[src/rtl/int_request_if.sv]
// Bus bundle between the interrupt sources / CP0 side and the int_request
// front-end. The slave modport is the int_request view; the master modport
// is the view of whatever drives the raw lines and acknowledges handlers.
interface int_request_if #(
   parameter int CNT_WIDTH = 16
);
   logic [7:0]           raw_irq;
   logic [7:0]           edge_mode;
   logic                 ack_valid;
   logic [2:0]           ack_num;
   logic                 overrun_clr;
   logic [2:0]           stat_sel;
   logic [7:0]           hardware_interrupt;
   logic [7:0]           overrun;
   logic [CNT_WIDTH-1:0] stat_count;

   modport master (
      output raw_irq, edge_mode, ack_valid, ack_num, overrun_clr, stat_sel,
      input  hardware_interrupt, overrun, stat_count
   );

   modport slave (
      input  raw_irq, edge_mode, ack_valid, ack_num, overrun_clr, stat_sel,
      output hardware_interrupt, overrun, stat_count
   );
endinterface

[src/rtl/int_request.sv]
// Interrupt request front-end feeding the CP0 hardware_interrupt input.
// Each of the eight raw lines is synchronised (2 flops), debounced, and then
// either latched on its rising edge until CP0 acknowledges the handler
// (edge mode) or passed through as a level (level mode). A rising edge that
// arrives while the previous request is still pending sets a sticky overrun.
// An ack on the same edge as a new rise consumes the old request and keeps
// the new one, so that case is not an overrun.
// Optional: define INT_REQ_STAT_EN to add saturating per-line counters of
// edge-mode rises, readable through stat_sel/stat_count. Without it the
// counters are absent and stat_count is tied to zero.
module int_request #(
   parameter int DEBOUNCE_CYCLES = 4,
   parameter int CNT_WIDTH       = 16
) (
   input logic          clk,
   input logic          clr,
   int_request_if.slave bus
);

   // Debounce counter width; kept at least 1 bit so the no-debounce build
   // still has legal (unused) counter declarations.
   localparam int DBW = (DEBOUNCE_CYCLES > 0) ? $clog2(DEBOUNCE_CYCLES + 1) : 1;

   logic [7:0]          s1_q, s2_q;
   logic [7:0]          stable_q, stable_d;
   logic [7:0][DBW-1:0] db_cnt_q, db_cnt_d;
   logic [7:0]          pending_q, pending_d;
   logic [7:0]          overrun_q, overrun_d;
   logic [7:0]          rise;
   logic [7:0]          ack_hit;
   logic [7:0]          ovr_set;

   // Two-flop synchroniser for the asynchronous raw lines.
   always_ff @(posedge clk) begin
      if (clr) begin
         s1_q <= '0;
         s2_q <= '0;
      end else begin
         s1_q <= bus.raw_irq;
         s2_q <= s1_q;
      end
   end

   // Debounce: a new synchronised value must hold for DEBOUNCE_CYCLES edges.
   always_comb begin
      stable_d = stable_q;
      db_cnt_d = '0;
      for (int n = 0; n < 8; n++) begin
         if (DEBOUNCE_CYCLES == 0) begin
            stable_d[n] = s2_q[n];
         end else if (s2_q[n] != stable_q[n]) begin
            if (db_cnt_q[n] == DBW'(DEBOUNCE_CYCLES - 1)) begin
               stable_d[n] = s2_q[n];
            end else begin
               db_cnt_d[n] = db_cnt_q[n] + DBW'(1);
            end
         end
      end
   end

   // Request latching, acknowledge and overrun detection.
   always_comb begin
      rise      = stable_d & ~stable_q;
      ack_hit   = bus.ack_valid ? (8'b1 << bus.ack_num) : 8'b0;
      pending_d = (bus.edge_mode & (rise | (pending_q & ~ack_hit)))
                | (~bus.edge_mode & stable_d);
      ovr_set   = bus.edge_mode & rise & pending_q & ~ack_hit;
      overrun_d = (overrun_q & ~{8{bus.overrun_clr}}) | ovr_set;
   end

   // Debounce, pending and overrun state registers.
   always_ff @(posedge clk) begin
      if (clr) begin
         stable_q  <= '0;
         db_cnt_q  <= '0;
         pending_q <= '0;
         overrun_q <= '0;
      end else begin
         stable_q  <= stable_d;
         db_cnt_q  <= db_cnt_d;
         pending_q <= pending_d;
         overrun_q <= overrun_d;
      end
   end

   assign bus.hardware_interrupt = pending_q;
   assign bus.overrun            = overrun_q;

`ifdef INT_REQ_STAT_EN
   logic [7:0][CNT_WIDTH-1:0] stat_q, stat_d;

   // Saturating count of edge-mode rises per line.
   always_comb begin
      stat_d = stat_q;
      for (int n = 0; n < 8; n++) begin
         if (bus.edge_mode[n] && rise[n] && (stat_q[n] != '1)) begin
            stat_d[n] = stat_q[n] + CNT_WIDTH'(1);
         end
      end
   end

   // Statistics counter registers.
   always_ff @(posedge clk) begin
      if (clr) begin
         stat_q <= '0;
      end else begin
         stat_q <= stat_d;
      end
   end

   assign bus.stat_count = stat_q[bus.stat_sel];
`else
   assign bus.stat_count = '0;
`endif

endmodule

[src/flat_wrapper.sv]
// flat-port wrapper written by rule: the top's interface ports become plain ports
module int_request_flat 
#(
   parameter int DEBOUNCE_CYCLES = 4,
   parameter int CNT_WIDTH       = 16
)
  (clk, clr, bus_raw_irq, bus_edge_mode, bus_ack_valid, bus_ack_num, bus_overrun_clr, bus_stat_sel, bus_hardware_interrupt, bus_overrun, bus_stat_count);
  int_request_if #(.CNT_WIDTH(CNT_WIDTH)) bus_i ();
  input logic clk;
  input logic clr;
  input wire logic [$bits(bus_i.raw_irq)-1:0] bus_raw_irq;
  input wire logic [$bits(bus_i.edge_mode)-1:0] bus_edge_mode;
  input wire logic [$bits(bus_i.ack_valid)-1:0] bus_ack_valid;
  input wire logic [$bits(bus_i.ack_num)-1:0] bus_ack_num;
  input wire logic [$bits(bus_i.overrun_clr)-1:0] bus_overrun_clr;
  input wire logic [$bits(bus_i.stat_sel)-1:0] bus_stat_sel;
  output wire logic [$bits(bus_i.hardware_interrupt)-1:0] bus_hardware_interrupt;
  output wire logic [$bits(bus_i.overrun)-1:0] bus_overrun;
  output wire logic [$bits(bus_i.stat_count)-1:0] bus_stat_count;
  assign bus_i.raw_irq = bus_raw_irq;
  assign bus_i.edge_mode = bus_edge_mode;
  assign bus_i.ack_valid = bus_ack_valid;
  assign bus_i.ack_num = bus_ack_num;
  assign bus_i.overrun_clr = bus_overrun_clr;
  assign bus_i.stat_sel = bus_stat_sel;
  assign bus_hardware_interrupt = bus_i.hardware_interrupt;
  assign bus_overrun = bus_i.overrun;
  assign bus_stat_count = bus_i.stat_count;
  int_request #(.DEBOUNCE_CYCLES(DEBOUNCE_CYCLES), .CNT_WIDTH(CNT_WIDTH)) u_core (.clk(clk), .clr(clr), .bus(bus_i));
endmodule
[config.mk]
export PLATFORM = sky130hd
export DESIGN_NAME = int_request_flat
export DESIGN_NICKNAME = d
export VERILOG_FILES = /design/src/rtl/int_request_if.sv /design/src/rtl/int_request.sv /design/src/flat_wrapper.sv
export SDC_FILE = /design/constraint.sdc
export NUM_CORES = 1
export LEC_CHECK = 0
export CORE_UTILIZATION = 49
export DETAILED_ROUTE_END_ITERATION = 7
export PLACE_DENSITY = 0.79
export SLEW_MARGIN = 0
export SYNTH_ARGS = -nofsm -noshare
export SYNTH_HDL_FRONTEND = slang
export SYNTH_SLANG_ARGS = --single-unit
export TNS_END_PERCENT = 10
[constraint.sdc]
create_clock -name clk -period 1.6 [get_ports clk]
set_input_delay 0.32 -clock clk [delete_from_list [all_inputs] [get_ports clk]]
set_output_delay 0.32 -clock clk [all_outputs]
set_load 0.02 [all_outputs]
# Yosys cells after proc, flatten, opt, wreduce, memory -nomap -nowiden
# Cells that the tools add are included.
[op_classes]
add_sub_neg = 8
eq_ne = 16
shifts = 1
muxes = 17
bitwise_logic = 23
n_reduce_logical = 8
[ops]
columns = ["operator", "count"]
rows = [
  ["8-bit AND", 8],
  ["8-bit NOT", 4],
  ["3-bit by 1-bit adder with 3-bit output, second input constant", 8],
  ["3-bit by 2-bit equality test with 1-bit output, second input constant", 8],
  ["8-bit bitwise OR", 3],
  ["3-bit OR reduction", 8],
  ["1-bit 2-to-1 mux", 16],
  ["8-bit 2-to-1 mux", 1],
  ["1-bit != test", 8],
  ["1-bit NOT", 8],
  ["1-bit by 3-bit left shift with 8-bit output, first input constant", 1],
]
[totals]
reg_bits = 64
out_inout_bits = 32

# Logic depth before layout (Yosys ltp)
# Gate-level depths: netlist (run 1).
[depth]
word_depth = 8
depth_mapped = 5

# Least setup slack after synthesis (run 1)
# Ideal clock, no wire load.
[synth_path]
path_type = "register to register"
startpoint = "reg u_core.db_cnt_q[18] (netlist bit)"
endpoint = "reg u_core.db_cnt_q[18] (netlist bit)"
setup_ns = 0.063
arrival_time_ns = 1.187
required_time_ns = 1.537
setup_slack_ns = 0.350
path_stages_with_launch = 5
path_buffers = 0
period_less_slack_ns = 1.250
cell_sequence = "dfxtp_1 > ha_1 > ha_1 > or3_4 > nor2_2"
[synth_via]
elab_chain_len = 2
elab_cells_between_ends = 3
[synth_rtl]
columns = ["element", "line_no", "source"]
rows = [
  ["start, declared", "int_request.sv:26", "logic [7:0][DBW-1:0] db_cnt_q, db_cnt_d;"],
  ["start signal, assigned", "int_request.sv:80", "db_cnt_q <= db_cnt_d;"],
  ["branches (longest 2 deep; another with 3-bit by 1-bit adder with 3-bit output)", "n/a", ""],
]
# Parallel ways; which one is timed is not known.
# A chain may end at the register's enable or synchronous reset.

# Final worst setup path (run 1)
[layout_path]
startpoint = "reg u_core.overrun_q[5], in the netlist u_core.bus.overrun[5]"
endpoint = "out bus_overrun[5]"
[layout_rtl]
columns = ["element", "line_no", "source"]
rows = [
  ["start, declared", "int_request.sv:28", "logic [7:0] overrun_q, overrun_d;"],
  ["start signal, assigned", "int_request.sv:82", "overrun_q <= overrun_d;"],
  ["end, declared", "flat_wrapper.sv:18", "output wire logic [$bits(bus_i.overrun)-1:0] bus_overrun;"],
]
# No word-level cell between the ends.

==> results.sh, run 1 <==
export IMPL_r2r_start="u_core.db_cnt_q[9]"
export IMPL_ctsRootBufferMaster="clkbuf_8"
export IMPL_yosys_warnings=0
export IMPL_via_per_inst=4.64
export IMPL_cts_buffers=9
export IMPL_drive_gt1_frac=0.0888
export IMPL_drv_cap=0
export IMPL_powerDensity_nw_per_um2=993
export IMPL_status="finished clean"
export IMPL_worstHoldPathCells=1
export IMPL_clk_latency_ns=0.33
export IMPL_worstHoldStart="u_core.db_cnt_q[12]"
export IMPL_dp_hpwl_um=3120
export IMPL_dp_cells=355
export IMPL_drv_slew=0
export IMPL_grt_total_usage=0.180
export IMPL_synth_distinct_cells=31
export IMPL_wirelength_um=4280
export IMPL_critPathMaxStageDelay_ns=0.36
export IMPL_holdWs_ns=0.419
export IMPL_final_common_cell="dfxtp_1"
export IMPL_finalSetupViolCount=0
export IMPL_initial_core_util=0.517
export IMPL_worstSetupPathType="flip-flop to primary output"
export IMPL_final_cells=371
export IMPL_cts_buffer_depth=2
export IMPL_syn_area_per_cell_um2=10.1
export IMPL_fin_crit_ns=1.36
export IMPL_rsz0062_at_grt="no"
export IMPL_synth_area_leaders="dfxtp_1, ha_1, buf_4"
export IMPL_crit_required_ns=1.28
export IMPL_timing_hold_violations_final=0
export IMPL_die_area_um2=5370
export IMPL_syn_inst=246
export IMPL_crit_arrival_ns=1.04
export IMPL_period_share=0.849
export IMPL_gp_congestion=0.807
export IMPL_area_delta_synth_final_pct=25.0
export IMPL_die_h_um=73.3
export IMPL_grt_max_degree=16
export IMPL_worstHoldEndpoint="u_core.db_cnt_q[12]"
export IMPL_vias=1720
export IMPL_synth_top_area_share=0.515
export IMPL_drcViolationCount=0
export IMPL_crit_buf_inv=1
export IMPL_seq_area_frac_synth=0.515
export IMPL_final_cell_mix="dfxtp_1, nor2_1, clkdlybuf4s50_1"
export IMPL_clkSinkCount=64
export IMPL_layout_nets=341
export IMPL_start_kind="flip-flop"
export IMPL_drt_pass1_iter_count=4
export IMPL_antenna_left=0
export IMPL_clkTransAtPathRegs_ns=0.06
export IMPL_end_kind="primary output"
export IMPL_grt_pass1_wl_um=6960
export IMPL_cts_tree="yes"
export IMPL_worst_clock_skew_ns=0.00562
export IMPL_synth_seq_cells=64
export IMPL_pin_count=58
export IMPL_drtIter0Drc=76
export IMPL_grt_overflow=0
export IMPL_routedWlPerCell_um=11.5
export IMPL_p_leak_nw=1.36
export IMPL_fmaxAchievable_mhz=736
export IMPL_cts_htree_levels=3
export IMPL_hold_path_class="flip-flop to flip-flop"
export IMPL_fp_coreArea_um2=4820
export IMPL_rows=25
export IMPL_syn_cell_area_um2=2490
export IMPL_port_buffers=38
export IMPL_n_antenna_cell=0
export IMPL_place_area_um2=2930
export IMPL_path_delay_family="flip-flops"
export IMPL_ir_worst_vdd_mv=0.545
export IMPL_tns_ns=0
export IMPL_crit_path_top_delay_cell="dfxtp_1"
export IMPL_r2r_setup_slack_ns=0.26
export IMPL_reg2regPathDepth=4
export IMPL_die_w_um=73.3
export IMPL_synth_area_leader_cell="dfxtp_1"
export IMPL_final_cell_area_um2=3110
export IMPL_antenna_found_initial=0
export IMPL_grt_pass1_vias=1627
export IMPL_worstPathCellList="dlygate4sd2_1"
export IMPL_worstPathMaxFanout=2
export IMPL_rr_endpoint="u_core.db_cnt_q[9]"
==> registers in the layout, indices dropped and copies added (netlist names) <==
name                           count
u_core.s1_q                        8
u_core.bus.overrun                 8
u_core.bus.hardware_interrupt      8
u_core.stable_q                    8
u_core.s2_q                        8
u_core.db_cnt_q                   24
==> Yosys cell counts <==
| cell type | n |
|---|---|
| dfxtp_1 | 64 |
| nor2_1 | 28 |
| buf_4 | 17 |
| ha_1 | 16 |
| inv_1 | 16 |
| nor2b_1 | 16 |
| nand2_1 | 13 |
| a21oi_1 | 7 |
| nand3b_1 | 7 |
| o41ai_1 | 7 |
| xnor2_1 | 7 |
| nand2b_1 | 6 |
| o211ai_1 | 6 |
| or3_1 | 6 |
| a21o_1 | 5 |
| mux2i_1 | 5 |
| nor2_2 | 3 |
| and2b_1 | 2 |
| o2bb2ai_1 | 2 |
| o311ai_0 | 2 |
| a32o_1 | 1 |
| buf_2 | 1 |
| buf_6 | 1 |
| clkbuf_1 | 1 |
| clkbuf_2 | 1 |
| clkinv_1 | 1 |
| conb_1 | 1 |
| o2111a_1 | 1 |
| o211a_1 | 1 |
| o21ai_0 | 1 |
| or3_4 | 1 |
==> repair_timing <==
| item | in CTS | in global routing |
|---|---|---|
| endpoints found under the setup margin | 11 | 5 |
| gates resized for setup | 11 | 5 |
| pin swaps | 0 | 0 |
| setup buffers | 0 | 0 |
| endpoints found under the hold margin | 0 | 0 |
| hold buffers | 0 | 0 |
==> cell type report <==
type | count | area, um2
Sequential cell | 64 | 1280
Tap cell | 67 | 83.8
Inverter | 17 | 63.8
Timing Repair Buffer | 48 | 454
Multi-Input combinational cell | 159 | 1050
Fill cell | 414 | 1710
Clock buffer | 12 | 135
Clock inverter | 4 | 45.0
==> how the worst max path moves through the flow <==
stage,from,slack (ns),cells past startpoint,end
final,u_core.bus.overrun[5],0.24,1,bus_overrun[5]
after global routing,bus_ack_num[2],0.17,5,u_core.bus.overrun[0]
after CTS,u_core.bus.hardware_interrupt[1],0.0009,1,bus_hardware_interrupt[1]
after detailed placement,bus_ack_num[1],-0.05,4,u_core.bus.overrun[7]
after global placement,clr,-0.02,4,u_core.db_cnt_q[9]
after floorplan,u_core.db_cnt_q[18],0.35,4,u_core.db_cnt_q[18]
==> power by group <==
group	switching, mW	internal (mW)
sequential	0.0119	1.62
combinational	0.0953	0.0869
clock	0.564	0.713
total	0.671	2.42
==> stage by stage <==
| step | util | power [mW] | worst slack [ns] |
|---|---|---|---|
| 2_1_floorplan | - | 1.79 | 0.350 |
| 3_3_place_gp | 0.609 | 1.84 | -0.0237 |
| 3_5_place_dp | 0.609 | 1.85 | -0.0461 |
| 4_1_cts | 0.643 | 3.12 | 0.000866 |
| 5_1_grt | 0.646 | 3.21 | 0.171 |
| 6_report | 0.646 | 3.09 | 0.242 |
==> cells by family after synthesis <==
| group | after synthesis | share of synthesized area |
|---|---|---|
| AND/OR/NAND/NOR | 82 | 0.171 |
| flip-flops | 64 | 0.515 |
| buffers and inverters | 38 | 0.0869 |
| AO/OA/AOI/OAI | 33 | 0.101 |
| adder cells (fa/ha/maj) | 16 | 0.0804 |
| XOR/XNOR | 7 | 0.0246 |
| multiplexers | 5 | 0.0201 |
| other | 1 | 0.00151 |
==> routing by layer <==
layer | wire (um) | vias up | GRT usage
met5 | 0 | - | 0
met4 | 85 | 0 | 0.118
met3 | 229 | 8 | 0.0549
met2 | 2020 | 47 | 0.285
met1 | 1940 | 766 | 0.212
li1 | - | 899 | -
(Power assumes the default switching activity.)
==> run 2, diff against run 1 <==
clock period = 1.26 ns   (was 1.6 ns; I/O delays follow)
==> run 2 against run 1 <==
The flow now finishes with violations (setup timing). Largest power group unchanged. Non-clock buffer count up 9. First-iteration DRC count fell by 28%. Flip-flop and latch count unchanged. Count of clock-buffer cells in the layout fell by 2. Setup slack worse by 0.29 ns. Critical path depth is 4 higher. Final cell count increased by 1.3%. Cell area up 6.0%. Via count is 5.2% higher. Global-route usage is 0.11 points lower.
==> results.sh, run 2 (synthesis gave the netlist of run 1 again) <==
export IMPL_gp_congestion=0.748
export IMPL_tns_ns=-0.0485
export IMPL_drive_gt1_frac=0.272
export IMPL_antenna_found_initial=0
export IMPL_regArea_um2=1290
export IMPL_rsz0062_at_grt="yes"
export IMPL_fin_crit_ns=1.31
export IMPL_worstPathMaxFanout=3
export IMPL_nFillCells=398
export IMPL_drv_slew=0
export IMPL_pwr_share_seq=0.558
export IMPL_r2r_setup_slack_ns=0.02
export IMPL_n_antenna_cell=0
export IMPL_worstHoldPathCells=1
export IMPL_power_switching_uw=814
export IMPL_grt_overflow=0
export IMPL_status="complete, but fails checks"
export IMPL_dr_wl_met2_um=2340
export IMPL_p_leak_nw=1.30
export IMPL_grt_pass1_vias=1685
export IMPL_worst_clock_skew_ns=0.00505
export IMPL_cts_tree="yes"
export IMPL_final_cell_mix="dfxtp_1, nor2_1, clkdlybuf4s50_1"
export IMPL_fmaxAchievable_mhz=764
export IMPL_fp_coreArea_um2=4820
export IMPL_p_comb_frac=0.069
export IMPL_grt_pass1_wl_um=7040
export IMPL_cts_buffer_depth=2
export IMPL_crit_arrival_ns=1.52
export IMPL_drcViolationCount=0
export IMPL_port_buffers=38
export IMPL_multi_input_area_um2=1200
export IMPL_powerDensity_nw_per_um2=1130
export IMPL_worstHoldStart="u_core.db_cnt_q[3]"
export IMPL_end_kind="flip-flop"
export IMPL_worstHoldEndpoint="u_core.db_cnt_q[3]"
export IMPL_internal_power_mw=2.90
export IMPL_rr_endpoint="u_core.db_cnt_q[0]"
export IMPL_final_common_cell="dfxtp_1"
export IMPL_clk_latency_ns=0.33
export IMPL_worstSetupPathType="input pin to flip-flop"
export IMPL_clkPwrFrac=0.373
export IMPL_drt_pass1_iter_count=4
export IMPL_rows=25
export IMPL_area_delta_synth_final_pct=32.5
export IMPL_vias=1810
export IMPL_die_h_um=73.3
export IMPL_ir_worst_vdd_mv=0.890
export IMPL_via_per_inst=4.81
export IMPL_cts_htree_levels=3
export IMPL_dr_max_layer_used="met4"
export IMPL_largest_reg_flops=24
export IMPL_drtIter0Drc=55
export IMPL_clkSinkCount=64
export IMPL_m1WireLength_um=2080
export IMPL_top_register="u_core.db_cnt_q"
export IMPL_antenna_left=0
export IMPL_switching_share=0.219
export IMPL_period_share=1.04
export IMPL_finalSetupViolCount=1
export IMPL_post_route_util=0.685
export IMPL_clkTransAtPathRegs_ns=0.06
export IMPL_ctsRootBufferMaster="clkbuf_8"
export IMPL_start_kind="input pin"
export IMPL_grt_max_degree=31
export IMPL_hold_path_class="flip-flop to flip-flop"
export IMPL_layout_nets=350
export IMPL_pin_count=58
export IMPL_die_area_um2=5370
export IMPL_reg2regPathDepth=4
export IMPL_wirelength_um=4680
export IMPL_cts_hold_buffers=0
export IMPL_grt_total_usage=0.179
export IMPL_crit_required_ns=1.47
export IMPL_timing_hold_violations_final=0
export IMPL_die_w_um=73.3
export IMPL_routedWlPerCell_um=12.4
export IMPL_wl_met3_um=179
export IMPL_dp_hpwl_um=3210
export IMPL_r2r_start="u_core.db_cnt_q[0]"
export IMPL_cts_buffers=9
export IMPL_violations="setup timing"
export IMPL_drv_cap=0
export IMPL_layout_setup_ws_ns=-0.0485
export IMPL_initial_core_util=0.517
[run 2: cell types whose count changed in the layout (fill, tap and decap cells not counted), moves of 6 or more]
cell / change
ha_2: +8
ha_1: -11
or3_1: -6
nor2_1: -7
buf_4: +8
or3_4: +6
clkbuf_2: +6
clkdlybuf4s15_2: +6
dlygate4sd2_1: -11
nor2_2: +7
[run 2: area by class of cell]
type | instances | area share
well taps | 67 | 0.0254
multi-input cells | 159 | 0.363
clock buffers | 10 | 0.0417
inverters | 17 | 0.0193
flip-flops and latches | 64 | 0.390
repair buffers | 57 | 0.157
clock inverters | 2 | 0.00303
[run 2: worst max path at each step]
| stage | from | endpoint | slack (ns) | depth (start not counted) |
|---|---|---|---|---|
| after floorplan | u_core.db_cnt_q[18] | u_core.db_cnt_q[18] | 0.01 | 4 |
| after global placement | bus_ack_num[2] | u_core.bus.overrun[0] | -0.27 | 5 |
| after detailed placement | bus_ack_num[2] | u_core.bus.overrun[3] | -0.29 | 5 |
| after CTS | u_core.db_cnt_q[0] | u_core.db_cnt_q[1] | -0.003 | 4 |
| after global routing | bus_ack_num[2] | u_core.bus.overrun[3] | -0.12 | 5 |
| final | bus_ack_num[2] | u_core.bus.overrun[3] | -0.05 | 5 |
[run 2: what timing repair did]
| action | 4_1_cts | 5_1_grt |
|---|---|---|
| resized for setup | 48 | 38 |
| pin swaps | 1 | 7 |
| setup endpoints to repair | 36 | 37 |
| setup buffers | 0 | 2 |
[run 2: per-stage QoR]
| stage | worst slack [ns] | power [mW] | instance area, um2 | instances | hold slack, ns |
|---|---|---|---|---|---|
| 2_1_floorplan | 0.00995 | 2.27 | 2550 | 261 | 0.377 |
| 3_3_place_gp | -0.270 | 2.36 | 3000 | 362 | 0.406 |
| 3_5_place_dp | -0.290 | 2.36 | 3000 | 362 | 0.414 |
| 4_1_cts | -0.00273 | 3.75 | 3200 | 374 | 0.419 |
| 5_1_grt | -0.117 | 3.87 | 3300 | 376 | 0.414 |
| 6_report | -0.0485 | 3.72 | 3300 | 376 | 0.400 |
[run 2: metal layers]
metal,vias up,global-route usage
met2,45,0.293
met1,847,0.206
li1,912,-
met4,0,0.100
met3,6,0.0590
met5,-,0
[run 2: worst max-delay path, cell delays in order]
cell and delay [ns]:
clkdlybuf4s50_1 0.47, nand2b_1 0.15, buf_4 0.14, o211ai_1 0.14, o41ai_2 0.37
[run 2: power by group through the flow]
stage	clock (mW)	sequential [mW]	combinational [mW]
detailed placement	0	2.11	0.247
global route	1.52	2.07	0.279
CTS	1.43	2.07	0.254
finish	1.39	2.07	0.257
floorplan	0	2.11	0.158
global placement	0	2.11	0.245
==> run 3, diff against run 2 <==
CORE_MARGIN = 2   (was default)
==> run 3 against run 2 <==
Count of clock-buffer cells in the layout up 6. Critical endpoint is now u_core.db_cnt_q[8]. Critical path depth down 1. Power up 1.9%. Largest power group unchanged. Die area up 5.5%. The run now ends clean. Sequential power about the same.
==> results.sh, run 3 (synthesis gave the netlist of run 1 again) <==
export IMPL_fin_crit_ns=1.23
export IMPL_powerDensity_nw_per_um2=1160
export IMPL_grt_overflow=0
export IMPL_drive_gt1_frac=0.241
export IMPL_port_buffers=38
export IMPL_nFillCells=403
export IMPL_grt_max_degree=32
export IMPL_gp_congestion=0.737
export IMPL_worstSetupPathType="flip-flop to flip-flop"
export IMPL_antenna_found_initial=0
export IMPL_fmaxAchievable_mhz=814
export IMPL_top_register="u_core.db_cnt_q"
export IMPL_pin_count=58
export IMPL_p_total_mw=3.79
export IMPL_timing_hold_violations_final=0
export IMPL_clkSinkCount=64
export IMPL_ctsRootBufferMaster="clkbuf_8"
export IMPL_place_area_um2=2990
export IMPL_area_delta_synth_final_pct=30.8
export IMPL_drt_pass1_iter_count=5
export IMPL_cts_htree_levels=3
export IMPL_final_cell_area_um2=3260
export IMPL_drv_cap=0
export IMPL_cts_buffers=9
export IMPL_final_common_cell="dfxtp_1"
export IMPL_die_h_um=75.3
export IMPL_dp_hpwl_um=3390
export IMPL_final_cell_mix="dfxtp_1, nor2_1, clkdlybuf4s50_1"
export IMPL_r2r_setup_slack_ns=0.03
export IMPL_r2r_start="u_core.db_cnt_q[6]"
export IMPL_largest_reg_flops=24
export IMPL_drcViolationCount=0
export IMPL_path_delay_family="simple AND/OR/NAND/NOR gates"
export IMPL_finalSetupViolCount=0
export IMPL_crit_buf_inv=0
export IMPL_die_w_um=75.3
export IMPL_initial_core_util=0.517
export IMPL_clkTransAtPathRegs_ns=0.06
export IMPL_rr_endpoint="u_core.db_cnt_q[8]"
export IMPL_worst_clock_skew_ns=0.00625
export IMPL_ir_worst_vdd_mv=0.674
export IMPL_reg2regPathDepth=4
export IMPL_routedWlPerCell_um=12.8
export IMPL_crit_required_ns=1.53
export IMPL_holdWs_ns=0.404
export IMPL_cts_buffer_depth=2
export IMPL_period_share=0.975
export IMPL_fp_coreArea_um2=4820
export IMPL_grt_pass1_vias=1770
export IMPL_drv_slew=0
export IMPL_grt_total_usage=0.189
export IMPL_worstPathCellList="ha_1 > ha_2 > or3_4 > nor2_1"
export IMPL_vias=1823
export IMPL_p_leak_nw=1.30
export IMPL_rsz0062_at_grt="yes"
export IMPL_clk_latency_ns=0.33
export IMPL_critical_path_depth=4
export IMPL_layout_nets=348
export IMPL_crit_path_top_delay_cell="or3_4"
export IMPL_antenna_left=0
export IMPL_die_area_um2=5670
export IMPL_preCtsSetupSlack_ns=-0.304
export IMPL_worstPathMaxFanout=3
export IMPL_crit_arrival_ns=1.50
export IMPL_cts_tree="yes"
export IMPL_worstHoldStart="u_core.db_cnt_q[21]"
export IMPL_via_per_inst=4.82
export IMPL_end_kind="flip-flop"
export IMPL_crit_start="u_core.db_cnt_q[6]"
export IMPL_grt_pass1_wl_um=7760
export IMPL_worstHoldEndpoint="u_core.db_cnt_q[21]"
export IMPL_start_kind="flip-flop"
export IMPL_multi_input_area_um2=1190
export IMPL_hold_path_class="flip-flop to flip-flop"
export IMPL_worstHoldPathCells=1
export IMPL_n_antenna_cell=0
export IMPL_status="finished clean"
export IMPL_critPathMaxStageDelay_ns=0.39
export IMPL_wirelength_um=4860
export IMPL_rows=25
export IMPL_regArea_um2=1280
export IMPL_drtIter0Drc=41
export IMPL_layout_setup_ws_ns=0.0317
## run 3: power breakdown
| part | total (mW) | switching, mW | internal (mW) |
|---|---|---|---|
| Sequential | 2.07 | 0.0164 | 2.06 |
| Combinational | 0.257 | 0.130 | 0.128 |
| Clock | 1.46 | 0.684 | 0.774 |
## run 3: layout make-up
type / instances / area share
multi-input cells: 159 / 0.367
repair buffers: 55 / 0.144
inverters: 17 / 0.0196
clock buffers: 16 / 0.0492
flip-flops and latches: 64 / 0.394
well taps: 67 / 0.0257
## run 3: worst max path at each step
| stage | endpoint | slack (ns) |
|---|---|---|
| finish | u_core.db_cnt_q[8] | 0.03 |
| global route | u_core.bus.overrun[1] | -0.09 |
| CTS | u_core.db_cnt_q[9] | -0.0006 |
| detailed placement | u_core.bus.overrun[0] | -0.30 |
| global placement | u_core.bus.overrun[0] | -0.25 |
| floorplan | u_core.db_cnt_q[18] | 0.01 |
## run 3: per-stage QoR
stage / util / TNS [ns] / instances
finish: 0.676 / 0 / 378
global route: 0.676 / -0.380 / 378
CTS: 0.664 / -0.000647 / 377
detailed placement: 0.621 / -10.69 / 361
global placement: 0.621 / -10.08 / 361
floorplan: - / 0 / 261
## run 3: timing repair
action	4_1_cts	5_1_grt
hold buffers	0	0
endpoints found under the setup margin	36	46
cloned	0	0
endpoints found under the hold margin	0	0
gates resized for setup	46	39
pin swaps	1	7
setup buffers	0	1
## run 3: routing by layer
metal  vias to the layer above  global-route usage  share of wire
li1                        917                   -              -
met3                         9              0.0696          0.051
met2                        40               0.313           0.49
met5                         -                   0              0
met4                         0              0.0916          0.016
met1                       857               0.215           0.44
